### src/rtl/fpc_sequencer.sv
// Floating-point coprocessor sequencer: decodes COP1 instructions, latches operands and
// times execution latency. Define FPC_SEQ_PERF_CNT_EN to enable the stall_cycles counter.
module fpc_sequencer #(
    parameter int ADD_LAT = 3,
    parameter int MUL_LAT = 4,
    parameter int DIV_LAT = 12
) (
    input  logic        clk,
    input  logic        rst,
    input  logic [31:0] inst,
    input  logic        inst_valid,
    input  logic [31:0] data_in,
    output logic        inst_ready,
    output logic [2:0]  fpu_op,
    output logic [4:0]  fs_q,
    output logic [4:0]  ft_q,
    output logic [4:0]  fd_q,
    output logic [2:0]  cc_q,
    output logic        from_processor,
    output logic [31:0] data_q,
    output logic        reg_wr_en,
    output logic        cc_wr_en,
    output logic        illegal,
    output logic [31:0] stall_cycles
);

    // Handshake: an instruction transfers on a rising edge where inst_valid && inst_ready;
    // inst_ready depends only on state, and inst/data_in are ignored whenever it is low.

    localparam logic [4:0] ADD_CNT = 5'(ADD_LAT - 1);
    localparam logic [4:0] MUL_CNT = 5'(MUL_LAT - 1);
    localparam logic [4:0] DIV_CNT = 5'(DIV_LAT - 1);

    typedef enum logic {
        IDLE = 1'b0,
        EXEC = 1'b1
    } state_t;

    state_t      state;
    state_t      state_next;
    logic [4:0]  cnt;
    logic        is_cmp;
    logic        accept;
    logic        done;

    logic        dec_legal;
    logic        dec_illegal;
    logic [2:0]  dec_op;
    logic [4:0]  dec_cnt;
    logic        dec_from;
    logic        dec_cmp;

    assign accept = inst_valid && inst_ready;
    assign done   = (state == EXEC) && (cnt == 5'd0);

    always_comb begin
        dec_legal   = 1'b0;
        dec_illegal = 1'b0;
        dec_op      = 3'd0;
        dec_cnt     = 5'd0;
        dec_from    = 1'b0;
        dec_cmp     = 1'b0;
        if (inst[31:26] == 6'h11) begin
            case (inst[25:21])
                5'h00: ;  // mfc1 is handled entirely by the processor side
                5'h04: begin
                    dec_legal = 1'b1;
                    dec_from  = 1'b1;
                end
                5'h10: begin
                    dec_legal = 1'b1;
                    case (inst[5:0])
                        6'h00: begin dec_op = 3'd0; dec_cnt = ADD_CNT; end
                        6'h01: begin dec_op = 3'd1; dec_cnt = ADD_CNT; end
                        6'h02: begin dec_op = 3'd2; dec_cnt = MUL_CNT; end
                        6'h03: begin dec_op = 3'd3; dec_cnt = DIV_CNT; end
                        6'h06: dec_op = 3'd4;
                        6'h32: begin dec_op = 3'd5; dec_cmp = 1'b1; end
                        6'h3C: begin dec_op = 3'd6; dec_cmp = 1'b1; end
                        6'h3E: begin dec_op = 3'd7; dec_cmp = 1'b1; end
                        default: begin
                            dec_legal   = 1'b0;
                            dec_illegal = 1'b1;
                        end
                    endcase
                end
                default: dec_illegal = 1'b1;
            endcase
        end
    end

    always_comb begin
        state_next = state;
        case (state)
            IDLE:    if (accept && dec_legal) state_next = EXEC;
            EXEC:    if (cnt == 5'd0) state_next = IDLE;
            default: state_next = IDLE;
        endcase
    end

    always_ff @(posedge clk) begin
        if (rst) begin
            state          <= IDLE;
            cnt            <= 5'd0;
            is_cmp         <= 1'b0;
            fpu_op         <= 3'd0;
            fs_q           <= 5'd0;
            ft_q           <= 5'd0;
            fd_q           <= 5'd0;
            cc_q           <= 3'd0;
            from_processor <= 1'b0;
            data_q         <= 32'd0;
            illegal        <= 1'b0;
        end else begin
            state   <= state_next;
            illegal <= accept && dec_illegal;
            if (state == IDLE && accept && dec_legal) begin
                cnt            <= dec_cnt;
                is_cmp         <= dec_cmp;
                fpu_op         <= dec_op;
                ft_q           <= inst[20:16];
                fs_q           <= inst[15:11];
                fd_q           <= inst[10:6];
                cc_q           <= inst[10:8];
                from_processor <= dec_from;
                data_q         <= dec_from ? data_in : 32'd0;
            end else if (state == EXEC && cnt != 5'd0) begin
                cnt <= cnt - 5'd1;
            end
        end
    end

    assign inst_ready = (state == IDLE);
    assign reg_wr_en  = done && !is_cmp;
    assign cc_wr_en   = done && is_cmp;

`ifdef FPC_SEQ_PERF_CNT_EN
    logic [31:0] stall_q;

    always_ff @(posedge clk) begin
        if (rst) begin
            stall_q <= 32'd0;
        end else if (inst_valid && !inst_ready && stall_q != 32'hFFFF_FFFF) begin
            stall_q <= stall_q + 32'd1;
        end
    end

    assign stall_cycles = stall_q;
`else
    assign stall_cycles = 32'd0;
`endif

endmodule

### config.mk
export PLATFORM = sky130hd
export DESIGN_NAME = fpc_sequencer
export DESIGN_NICKNAME = d
export VERILOG_FILES = /design/src/rtl/fpc_sequencer.sv
export SDC_FILE = /design/constraint.sdc
export NUM_CORES = 1
export LEC_CHECK = 0
export CORE_MARGIN = 2
export CORE_UTILIZATION = 60
export DETAILED_ROUTE_END_ITERATION = 6
export DONT_BUFFER_PORTS = 1
export GPL_ROUTABILITY_DRIVEN = 0
export PLACE_DENSITY_LB_ADDON = 0.12
export SLEW_MARGIN = 15
export SYNTH_ARGS = -nofsm -noshare
export SYNTH_HDL_FRONTEND = slang
export SYNTH_SLANG_ARGS = --single-unit
export TNS_END_PERCENT = 20
### constraint.sdc
create_clock -name clk -period 1.9 [get_ports clk]
set_input_delay 0.19 -clock clk [delete_from_list [all_inputs] [get_ports clk]]
set_output_delay 0.19 -clock clk [all_outputs]
set_load 0.03 [all_outputs]
[Word level (Yosys, flattened, before mapping)]
Index checks and enable logic that the tools add are counted.
Storage, ports and cells
  bits in registers: 62
  logic and storage cells: 65
  output and inout bits: 90
Operators by class
  eq/ne operators: 10
  multiplexer cells: 23
  bitwise operators: 1
  add/sub/neg operators: 1
  reductions and logical operators: 19
Operators with widths (number)
  32-bit 2-to-1 mux: 1
  3-bit one-hot mux with 7 select lines: 1
  6-bit equality test (second input constant): 3
  6-bit by 2-bit equality test with 1-bit output (second input constant): 2
  4-bit one-hot mux with 3 select lines: 1
  1-bit 2-to-1 mux: 11
  5-bit logical NOT: 2
  5-bit 2-to-1 mux: 2
  1-bit logical AND: 9
  4-bit 2-to-1 mux: 2
  8-bit OR reduction: 1
  6-bit by 1-bit equality test with 1-bit output (second input constant): 1
  6-bit by 3-bit equality test with 1-bit output (second input constant): 1
  6-bit by 5-bit equality test with 1-bit output (second input constant): 1
  6-bit logical NOT: 1
  3-bit 2-to-1 mux: 2
  1-bit one-hot mux with 2 select lines: 3
  5-bit by 3-bit equality test with 1-bit output (second input constant): 1
  5-bit equality test (second input constant): 1
  5-bit nonzero test: 1
  5-bit by 1-bit subtractor with 5-bit output (second input constant): 1
  2-bit OR reduction: 2
  3-bit OR reduction: 1
  2-bit nonzero test: 1
  other kinds (2): 2

[Longest topological paths before layout]
Gate-level depths: netlist (run 1).
  word-level depth: 8
  gate-level depth with buffers: 8
  depth with buffers taken out: 7

[Least setup slack after synthesis (run 1)]
OpenSTA, ideal clock, no wires.
  path kind: input -> register
  start point: in inst[22]
  end point: reg data_q[10]
  setup time: 0.117 ns
  arrival: 1.681 ns
  path slack: 0.102 ns
  required time: 1.783 ns
  stages on the path: 7
  cells stage by stage: or3_1 nor3_1 a211o_1 buf_6 a21oi_4 buf_6 a22o_1
Between the ends
  word-level cells in the longest chain between the ends: 4
  elaborated cells between the ends (all ways): 8
  those cells by class: 2 x eq/ne; 5 x mux; 1 x reduce/logical
RTL lines
  start, declared: line 10  | input logic [31:0] inst,
  5-bit equality test or 5-bit by 3-bit equality test with 1-bit output (tied branches): line 64  | case (inst[25:21])
  1-bit one-hot mux with 2 select lines or 1-bit 2-to-1 mux (tied branches): line 64
  1-bit 2-to-1 mux: line 63  | if (inst[31:26] == 6'h11) begin
  1-bit logical AND or 32-bit 2-to-1 mux (tied branches): line 117, 126
  end signal, assigned: line 126  | data_q <= dec_from ? data_in : 32'd0;
  end, declared: line 20  | output logic [31:0] data_q,
Several ways; a longest one is shown, not always the timed one.
A chain may end at the register's enable or synchronous reset.

[Final worst setup path (run 1)]
  start point: reg cnt[0]
  end point: reg cnt[4]
Between the ends
  word-level cells in the longest chain between the ends: 3
  elaborated cells between the ends (all ways): 6
  those cells by class: 1 x add/sub; 2 x mux; 3 x reduce/logical
RTL lines
  start, declared: line 41  | logic [4:0] cnt;
  start signal, assigned: line 118  | cnt <= dec_cnt;
  start signal, assigned: line 128  | cnt <= cnt - 5'd1;
  5-bit by 1-bit subtractor with 5-bit output or 5-bit nonzero test (tied branches): line 128, 127
  5-bit 2-to-1 mux or 1-bit logical AND (tied branches): line 127  | end else if (state == EXEC && cnt != 5'd0) begin
  5-bit 2-to-1 mux or 2-bit nonzero test (tied branches)
Several ways; a longest one is shown, not always the timed one. The select of a mux whose other input is x is not followed.

==> results of run 1 <==
-- cells in the final DEF (no fill, tap or decap), types with 2 or more instances in the layout --
master	netlist	final
sky130_fd_sc_hd__nand2b_1	4	4
sky130_fd_sc_hd__nor2_1	7	6
sky130_fd_sc_hd__xnor2_1	2	2
sky130_fd_sc_hd__a21oi_1	21	21
sky130_fd_sc_hd__nand4b_1	2	2
sky130_fd_sc_hd__or3_1	2	2
sky130_fd_sc_hd__bufinv_16	0	2
sky130_fd_sc_hd__a211o_1	2	2
sky130_fd_sc_hd__a21oi_4	1	2
sky130_fd_sc_hd__nor4b_1	3	2
sky130_fd_sc_hd__nand4_1	2	2
sky130_fd_sc_hd__or4_1	2	2
sky130_fd_sc_hd__inv_1	3	3
sky130_fd_sc_hd__nand2_1	9	9
sky130_fd_sc_hd__conb_1	1	32
sky130_fd_sc_hd__clkbuf_8	0	11
sky130_fd_sc_hd__and2_1	2	2
sky130_fd_sc_hd__nor3_1	4	3
sky130_fd_sc_hd__buf_4	36	18
sky130_fd_sc_hd__a22o_1	32	32
sky130_fd_sc_hd__o21ai_0	2	2
sky130_fd_sc_hd__o31ai_1	2	2
sky130_fd_sc_hd__nand3_1	16	16
sky130_fd_sc_hd__dfxtp_1	59	59
sky130_fd_sc_hd__mux2i_1	3	3
sky130_fd_sc_hd__o21ai_1	21	21
sky130_fd_sc_hd__ha_1	2	2
sky130_fd_sc_hd__nor2b_1	5	5
sky130_fd_sc_hd__dlygate4sd3_1	0	35
-- cell usage after synthesis (2+ instances only) --
cell type | number | area share [%]
sky130_fd_sc_hd__o31ai_1 | 2 | 0.56
sky130_fd_sc_hd__o21ai_1 | 21 | 3.9
sky130_fd_sc_hd__a211o_1 | 2 | 0.66
sky130_fd_sc_hd__o21ai_0 | 2 | 0.38
sky130_fd_sc_hd__nor2_1 | 7 | 0.99
sky130_fd_sc_hd__or3_1 | 2 | 0.47
sky130_fd_sc_hd__and2_1 | 2 | 0.47
sky130_fd_sc_hd__nor3_1 | 4 | 0.75
sky130_fd_sc_hd__or4_1 | 2 | 0.56
sky130_fd_sc_hd__nand2b_1 | 4 | 0.94
sky130_fd_sc_hd__mux2i_1 | 3 | 1.1
sky130_fd_sc_hd__nor4b_1 | 3 | 0.99
sky130_fd_sc_hd__a22o_1 | 32 | 11
sky130_fd_sc_hd__xnor2_1 | 2 | 0.66
sky130_fd_sc_hd__and3_1 | 2 | 0.47
sky130_fd_sc_hd__buf_4 | 36 | 10
sky130_fd_sc_hd__nand2_1 | 9 | 1.3
sky130_fd_sc_hd__clkbuf_1 | 10 | 1.4
sky130_fd_sc_hd__nand4b_1 | 2 | 0.66
sky130_fd_sc_hd__nand3_1 | 16 | 3.0
sky130_fd_sc_hd__ha_1 | 2 | 0.94
sky130_fd_sc_hd__dfxtp_1 | 59 | 44
sky130_fd_sc_hd__buf_6 | 4 | 1.7
sky130_fd_sc_hd__nor2b_1 | 5 | 1.2
sky130_fd_sc_hd__nand4_1 | 2 | 0.47
sky130_fd_sc_hd__a21oi_1 | 21 | 3.9
sky130_fd_sc_hd__inv_1 | 3 | 0.42
-- sequential cells by signal, summed over array words and instances (netlist names) --
name	cells
cnt	5
data_q	32
fd_q	5
fpu_op	3
from_processor	1
fs_q	5
ft_q	5
illegal	1
is_cmp	1
state	1
-- power groups by stage --
stage	registers, mW	clock network (mW)	logic [mW]
after floorplan	1.27	0	0.193
after global placement	1.27	0	0.136
after detailed placement	1.27	0	0.137
after CTS	1.24	1.30	0.202
after global routing	1.24	1.35	0.222
final	1.24	1.28	0.209
-- worst paths after layout --
path / endpoint / slack, ps / cells after the start
worst max register to register: cnt[4]$_SDFFE_PP0P_ / 130 / 7
worst max-delay path: cnt[4]$_SDFFE_PP0P_ / 130 / 7
worst min register to register: fd_q[2]$_SDFFE_PP0P_ / 490 / 2
worst min-delay path: fd_q[1]$_SDFFE_PP0P_ / 8 / 2
-- repair_timing --
item                       4_1_cts  5_1_grt
cloned                           0        1
setup endpoints to repair        2       35
buffers inserted                 0        0
hold endpoints to repair        50        0
pin swaps                        0        1
gates resized for setup          2        3
hold buffers                    35        0
-- layout make-up --
cell class	count	share of cell area, %
multi-input cells	196	38.9
well taps	52	1.99
diodes	1	0.0767
inverters	4	0.460
clock buffers	11	4.64
clock inverters	4	2.26
flip-flops and latches	59	36.2
repair buffers	54	15.5
-- layer usage --
layer,share of wire [%],track usage (%),routed length [um],vias to the layer above
met2,50,43.3,3190,107
li1,-,-,-,1034
met1,42,29.0,2650,1014
met5,0,0,0,-
met3,7.2,6.84,460,9
met4,1.1,10.3,70,0
-- cells by family (layout without fill, tap and decap cells) --
logic type               count (synthesis)  in the layout  synth area share (%)
AO/OA/AOI/OAI                           86             87                  22.6
AND/OR/NAND/NOR                         68             68                  15.5
flip-flops                              59             59                  44.3
buffers and inverters                   55             73                  14.0
multiplexers                             4              4                  1.55
XOR/XNOR                                 3              3                 0.986
adder cells (fa/ha/maj)                  2              2                 0.939
other                                    1             33                 0.141
-- metrics by stage --
step,instances,instance area [um2],hold slack [ps]
4_1_cts,379,3230,0.909
3_3_place_gp,329,2650,261
5_1_grt,381,3260,17.1
3_5_place_dp,329,2650,263
6_report,381,3260,8.25
2_1_floorplan,309,2780,315
-- worst register-to-register path, stage by stage, from the launching register on --
cell and delay [ps]:
sky130_fd_sc_hd__dfxtp_1 380, sky130_fd_sc_hd__inv_1 80, sky130_fd_sc_hd__ha_1 200, sky130_fd_sc_hd__nor4b_4 140
sky130_fd_sc_hd__nor2_2 240, sky130_fd_sc_hd__nand2_1 110, sky130_fd_sc_hd__or4_1 410, sky130_fd_sc_hd__a21boi_1 150
==> out/results.md, run 1 <==
- 59 — number of synthesized register bits
- 2.11 mW — internal power of the cells
- sky130_fd_sc_hd__or4_1 — Max stage delay cell, worst path
- 75.4% — share of the core filled with cells in the final layout
- 3 — htree depth
- 0 — overflow left after global routing
- 3910 um — HPWL after DPL
- 1 — initial antenna violation count
- 16.7 um — mean routed wirelength per cell
- 0 — max cap viols
- 96 — number of design-rule violations left by the first detailed-router iteration
- 46 — count of distinct cell types in the synthesized netlist
- inst[7] — HP Start
- 0 — final-report hold violation count
- cnt[0]$_SDFFE_PP0P_ — launching instance or port of the critical path
- 2160 ps — Data required, critical path
- primary input to flip-flop — worst min-delay path class
- 1 — Bufs and invs on worst path
- flip-flop — kind of launch point of the worst setup path
- 1770 ps — minimum clock period after layout
- 2 — Max Root-Sink Buffers
- 1.29 nW — leakage power total
- 24.9% — global router's overall resource usage
- 5.68 — via/cell ratio
- 45.4% — sequential cell fraction of total power
- 22.6% — switching portion of total power
- 70.6 um — die width
- 278 — instance count of the mapped netlist
- 61.6% — starting utilization of the core area
- 47.0% — part of the power in the clock network
- 0 — Yosys Warn Count
- 0 — final slew viol count
- 0 — # port buffers
- 410 ps — biggest cell delay along the critical path
- done — CTS tree
- 0 — number of flops mapped to enable cells by yosys
- 515 uV — largest voltage drop on the vdd net
- 4 — Pre-antenna DRT Iters
- 2.73 mW — total power
- flip-flop — nature of the critical path endpoint
- 6 — maximum fanout along the worst path
- 59 — Clock Sinks
- 2077 — number of global-route vias before repair
- 55.0% — tightest slew margin relative to the limit
- 0.00127 mm2 — Multi-input gate area
- 44.3% — portion of the post-synthesis area used by sequential elements
- yes — RSZ-0062 raised after global routing
- 393 — nets
- 9 — total clock buffers created by CTS
- flip-flop to flip-flop — Worst Path Class, Setup
- 93.1% — portion of the clock cycle consumed by the worst path in the final layout
- 6.11 ps — Clock Skew
- 0 — DRC viols
- 0.00267 mm2 — Synth Cell Area
- 0.00432 mm2 — standard cell core area
- 305 — fillers
- inv_1, ha_1, nor4b_4, nor2_2, nand2_1, or4_1, a21boi_1 — CP cell instances
- 0% — fraction of synthesis flops using an asynchronous set or reset pin
- 9810 um — first-pass GRT wire length
- 132 ps — Worst Slack Setup Final
- 9.59 um2 — average cell area after synthesis
- 70.6 um — Vert. Die Dim
- simple AND/OR/NAND/NOR gates — CP delay by family, top
- sky130_fd_sc_hd__clkbuf_8 — Clk Tree Root Cell
- 330 ps — clock latency on the worst-skew pair
- 157 — IO Count
- sky130_fd_sc_hd__dfxtp_1 — main flop type after synthesis
- 617 uW — net load switching power
- 14.3% — share of cells above drive strength 1
- 2164 — via count
- 566 MHz — Max Freq
- complete, no violations — outcome
- 0 ps — total negative slack
- cnt[0]$_SDFFE_PP0P_ — critical register-to-register path startpoint
- 0.00499 mm2 — Die Outline Area
- 0 — number of setup violations in the final report
- 70 ps — Worst-path clk slew
- 0.00118 mm2 — area taken by flip-flops and latches
- 22.4% — growth of design area from synthesis to finish
- 7.7% — Combinational Power Share
- 6370 um — routed wire length
- -19.1 ps — Place WS
- 836 mW/mm2 — PwrDens
- 24 — number of standard-cell rows in the floorplan
- 35 — pin count of the biggest net entering global routing
- 0 — final antenna-violating net count
- 2030 ps — crit path DAT
- 674 ps — transition time of the tightest slew-check pin
No activity file was read; power rests on OpenSTA's default activity.
==> run 2, diff against run 1 <==
--- a/config.mk
+++ b/config.mk
@@ -11,7 +11,6 @@
 export DONT_BUFFER_PORTS = 1
 export GPL_ROUTABILITY_DRIVEN = 0
 export PLACE_DENSITY_LB_ADDON = 0.12
-export SLEW_MARGIN = 15
 export SYNTH_ARGS = -nofsm -noshare
 export SYNTH_HDL_FRONTEND = slang
 export SYNTH_SLANG_ARGS = --single-unit
==> results of run 2 <==
No change in the layout: final DEF, timing and power equal those of run 1.
==> run 3, diff against run 2 <==
--- a/config.mk
+++ b/config.mk
@@ -6,7 +6,7 @@
 export NUM_CORES = 1
 export LEC_CHECK = 0
 export CORE_MARGIN = 2
-export CORE_UTILIZATION = 60
+export CORE_UTILIZATION = 40
 export DETAILED_ROUTE_END_ITERATION = 6
 export DONT_BUFFER_PORTS = 1
 export GPL_ROUTABILITY_DRIVEN = 0
==> constraint.sdc (replaced) <==
create_clock -name clk -period 2.14 [get_ports clk]
set_input_delay 0.214 -clock clk [delete_from_list [all_inputs] [get_ports clk]]
set_output_delay 0.214 -clock clk [all_outputs]
set_load 0.03 [all_outputs]
==> run 3 against run 2 <==
Register-to-register slack improved by 170 ps. Via count fell by 5.9%. Sequential power fell by 11%. First-iteration DRC count fell by 20%. Global-route usage fell by 8.6 points. Combinational power fell by 16%. Routed wire length fell by 2.3%. Hold slack improved by 24 ps. Critical path depth fell by 3. Critical path type is now flip-flop to primary output. Largest cell class unchanged.
==> out/results.md, run 3 (synthesized netlist as in run 1, its figures left out) <==
- 4100 um — HPWL after DPL, +4.8%
- 1.19 nW — leakage power total, -7.3%
- 19.4% — tightest slew margin relative to the limit, -36 points
- 1869 — number of global-route vias before repair, -10%
- 77 — number of design-rule violations left by the first detailed-router iteration, -20%
- 0 — final slew viol count, unchanged
- 85.6 um — Vert. Die Dim, +21%
- 0 — initial antenna violation count, -1
- no — RSZ-0062 raised after global routing
- 1210 ps — transition time of the tightest slew-check pin, +534 ps
- 0 — Post-CTS Setup Bufs, unchanged
- 330 ps — clock latency on the worst-skew pair, about the same
- 49.3% — share of the core filled with cells in the final layout, -26 points
- 6220 um — routed wire length, -2.3%
- 0.00733 mm2 — Die Outline Area, +47%
- 2.40 mW — total power, -12%
- 60 ps — Worst-path clk slew, about the same
- done — CTS tree
- 16.0 um — mean routed wirelength per cell, -4.5%
- 0 — overflow left after global routing, unchanged
- 16.3% — global router's overall resource usage, -8.6 points
- 126 ps — Place WS, +145 ps
- 390 — Post-Layout Cell Count, +2.4%
- complete, no violations — outcome
- 87.4% — portion of the clock cycle consumed by the worst path in the final layout
- 0 — final antenna-violating net count, unchanged
- 377 — nets, -4.1%
- sky130_fd_sc_hd__dfxtp_1 — commonest non-fill, non-tap cell in the layout
- 9230 um — first-pass GRT wire length, -5.9%
- 0.00315 mm2 — cell area after layout, -3.5%
- 609 — fillers, +100%
- 0 ps — total negative slack, unchanged
- 0 — final-report hold violation count, unchanged
- flip-flop — kind of launch point of the worst setup path
- primary output — nature of the critical path endpoint
- 0 — DRC viols, unchanged
- 0.00258 mm2 — total placed instance area, -2.5%
- 18.1% — growth of design area from synthesis to finish
- 764 mW/mm2 — PwrDens, -8.7%
- data_q — Reg with most FFs
- 32 — number of flip-flops in the largest register, unchanged
- primary input to flip-flop — worst min-delay path class
- 3 — maximum fanout along the worst path, -3
- 5 — Pre-antenna DRT Iters, +1
- 1930 ps — Data required, critical path, -230 ps
- 35 — pin count of the biggest net entering global routing, unchanged
- 157 — IO Count, unchanged
- flip-flop to primary output — Worst Path Class, Setup
- 0 — max cap viols, unchanged
- 5.22 — via/cell ratio, -8.0%
- 535 MHz — Max Freq
- sky130_fd_sc_hd__dfxtp_1, sky130_fd_sc_hd__dlygate4sd3_1, sky130_fd_sc_hd__a22o_1, sky130_fd_sc_hd__conb_1 — most frequent cells in the layout
- 1870 ps — minimum clock period after layout
- 9.83 ps — Clock Skew, +3.72 ps
- 9 — total clock buffers created by CTS, unchanged
- 341 — instance count after placement with tap cells included, +3.6%
- 0.00639 mm2 — standard cell core area, +48%
- 29 — number of standard-cell rows in the floorplan, +21%
- 2037 — via count, -5.9%
- 59 — Clock Sinks, unchanged
- 0 — # port buffers, unchanged
- 41.7% — starting utilization of the core area, -20 points
- 85.6 um — die width, +21%
- 2 — Max Root-Sink Buffers, unchanged
- 32.4 ps — Hold Slack, +24.2 ps
- 540 uV — largest voltage drop on the vdd net, +4.8%
- 10.5% — share of cells above drive strength 1, -3.8 points
- 3 — htree depth, unchanged
- 269 ps — Worst Slack Setup Final, +137 ps
- 0 — number of antenna cells inserted, -1
- sky130_fd_sc_hd__clkbuf_8 — Clk Tree Root Cell
- 0 — number of setup violations in the final report, unchanged
- 1660 ps — crit path DAT, -370 ps
==> run 3: cell types whose count changed in the layout (fill, tap and decap cells not counted), sizes merged <==
cell         before  now
clkbuf           11   10
buf              19    6
dlygate4sd3      35   33
a21oi            23   22
diode             1    0
clkinvlp          0    2
==> run 3: path summary, 6_finish.rpt <==
| path | start | endpoint | slack, ps | depth (start not counted) |
|---|---|---|---|---|
| setup reg to reg | cnt[0]$_SDFFE_PP0P_ | cnt[4]$_SDFFE_PP0P_ | 300 | 7 |
| hold / removal | inst[12] | fs_q[1]$_SDFFE_PP0P_ | 30 | 2 |
| hold reg to reg | is_cmp$_SDFFE_PP0P_ | is_cmp$_SDFFE_PP0P_ | 490 | 2 |
| setup / recovery | cnt[0]$_SDFFE_PP0P_ | cc_wr_en | 270 | 4 |
==> run 3: final cells by class <==
type | count | area, um2 | share of cell area, %
Multi-Input combinational cell | 195 | 1240 | 39.4
Sequential cell | 59 | 1180 | 37.5
Timing Repair Buffer | 39 | 388 | 12.3
Clock buffer | 10 | 138 | 4.37
Tap cell | 77 | 96.3 | 3.06
Clock inverter | 6 | 88.8 | 2.82
Inverter | 4 | 15.0 | 0.477
==> run 3: metal layers <==
metal	GRT usage [%]	part of all wire [%]	routed length [um]
met4	6.49	1.4	84
met1	19.0	41	2540
met2	27.5	50	3110
met5	0	0	0
met3	5.58	7.9	494
==> run 3: repair_timing <==
item,CTS,global route
endpoints found under the hold margin,50,0
endpoints found under the setup margin,0,4
gates resized for setup,0,2
hold buffers,33,0
==> run 3: power breakdown <==
part           internal, mW  switching, mW  total [mW]  leakage [nW]
combinational        0.0566          0.119       0.176         0.609
sequential             1.10       0.000682        1.10         0.475
clock                 0.687          0.443        1.13         0.108
==> run 3: critical path, stage by stage (launching register included) <==
cell and delay, ps:
sky130_fd_sc_hd__dfxtp_1 330, sky130_fd_sc_hd__inv_1 90, sky130_fd_sc_hd__ha_1 150, sky130_fd_sc_hd__nor4b_2 360, sky130_fd_sc_hd__and3_1 410
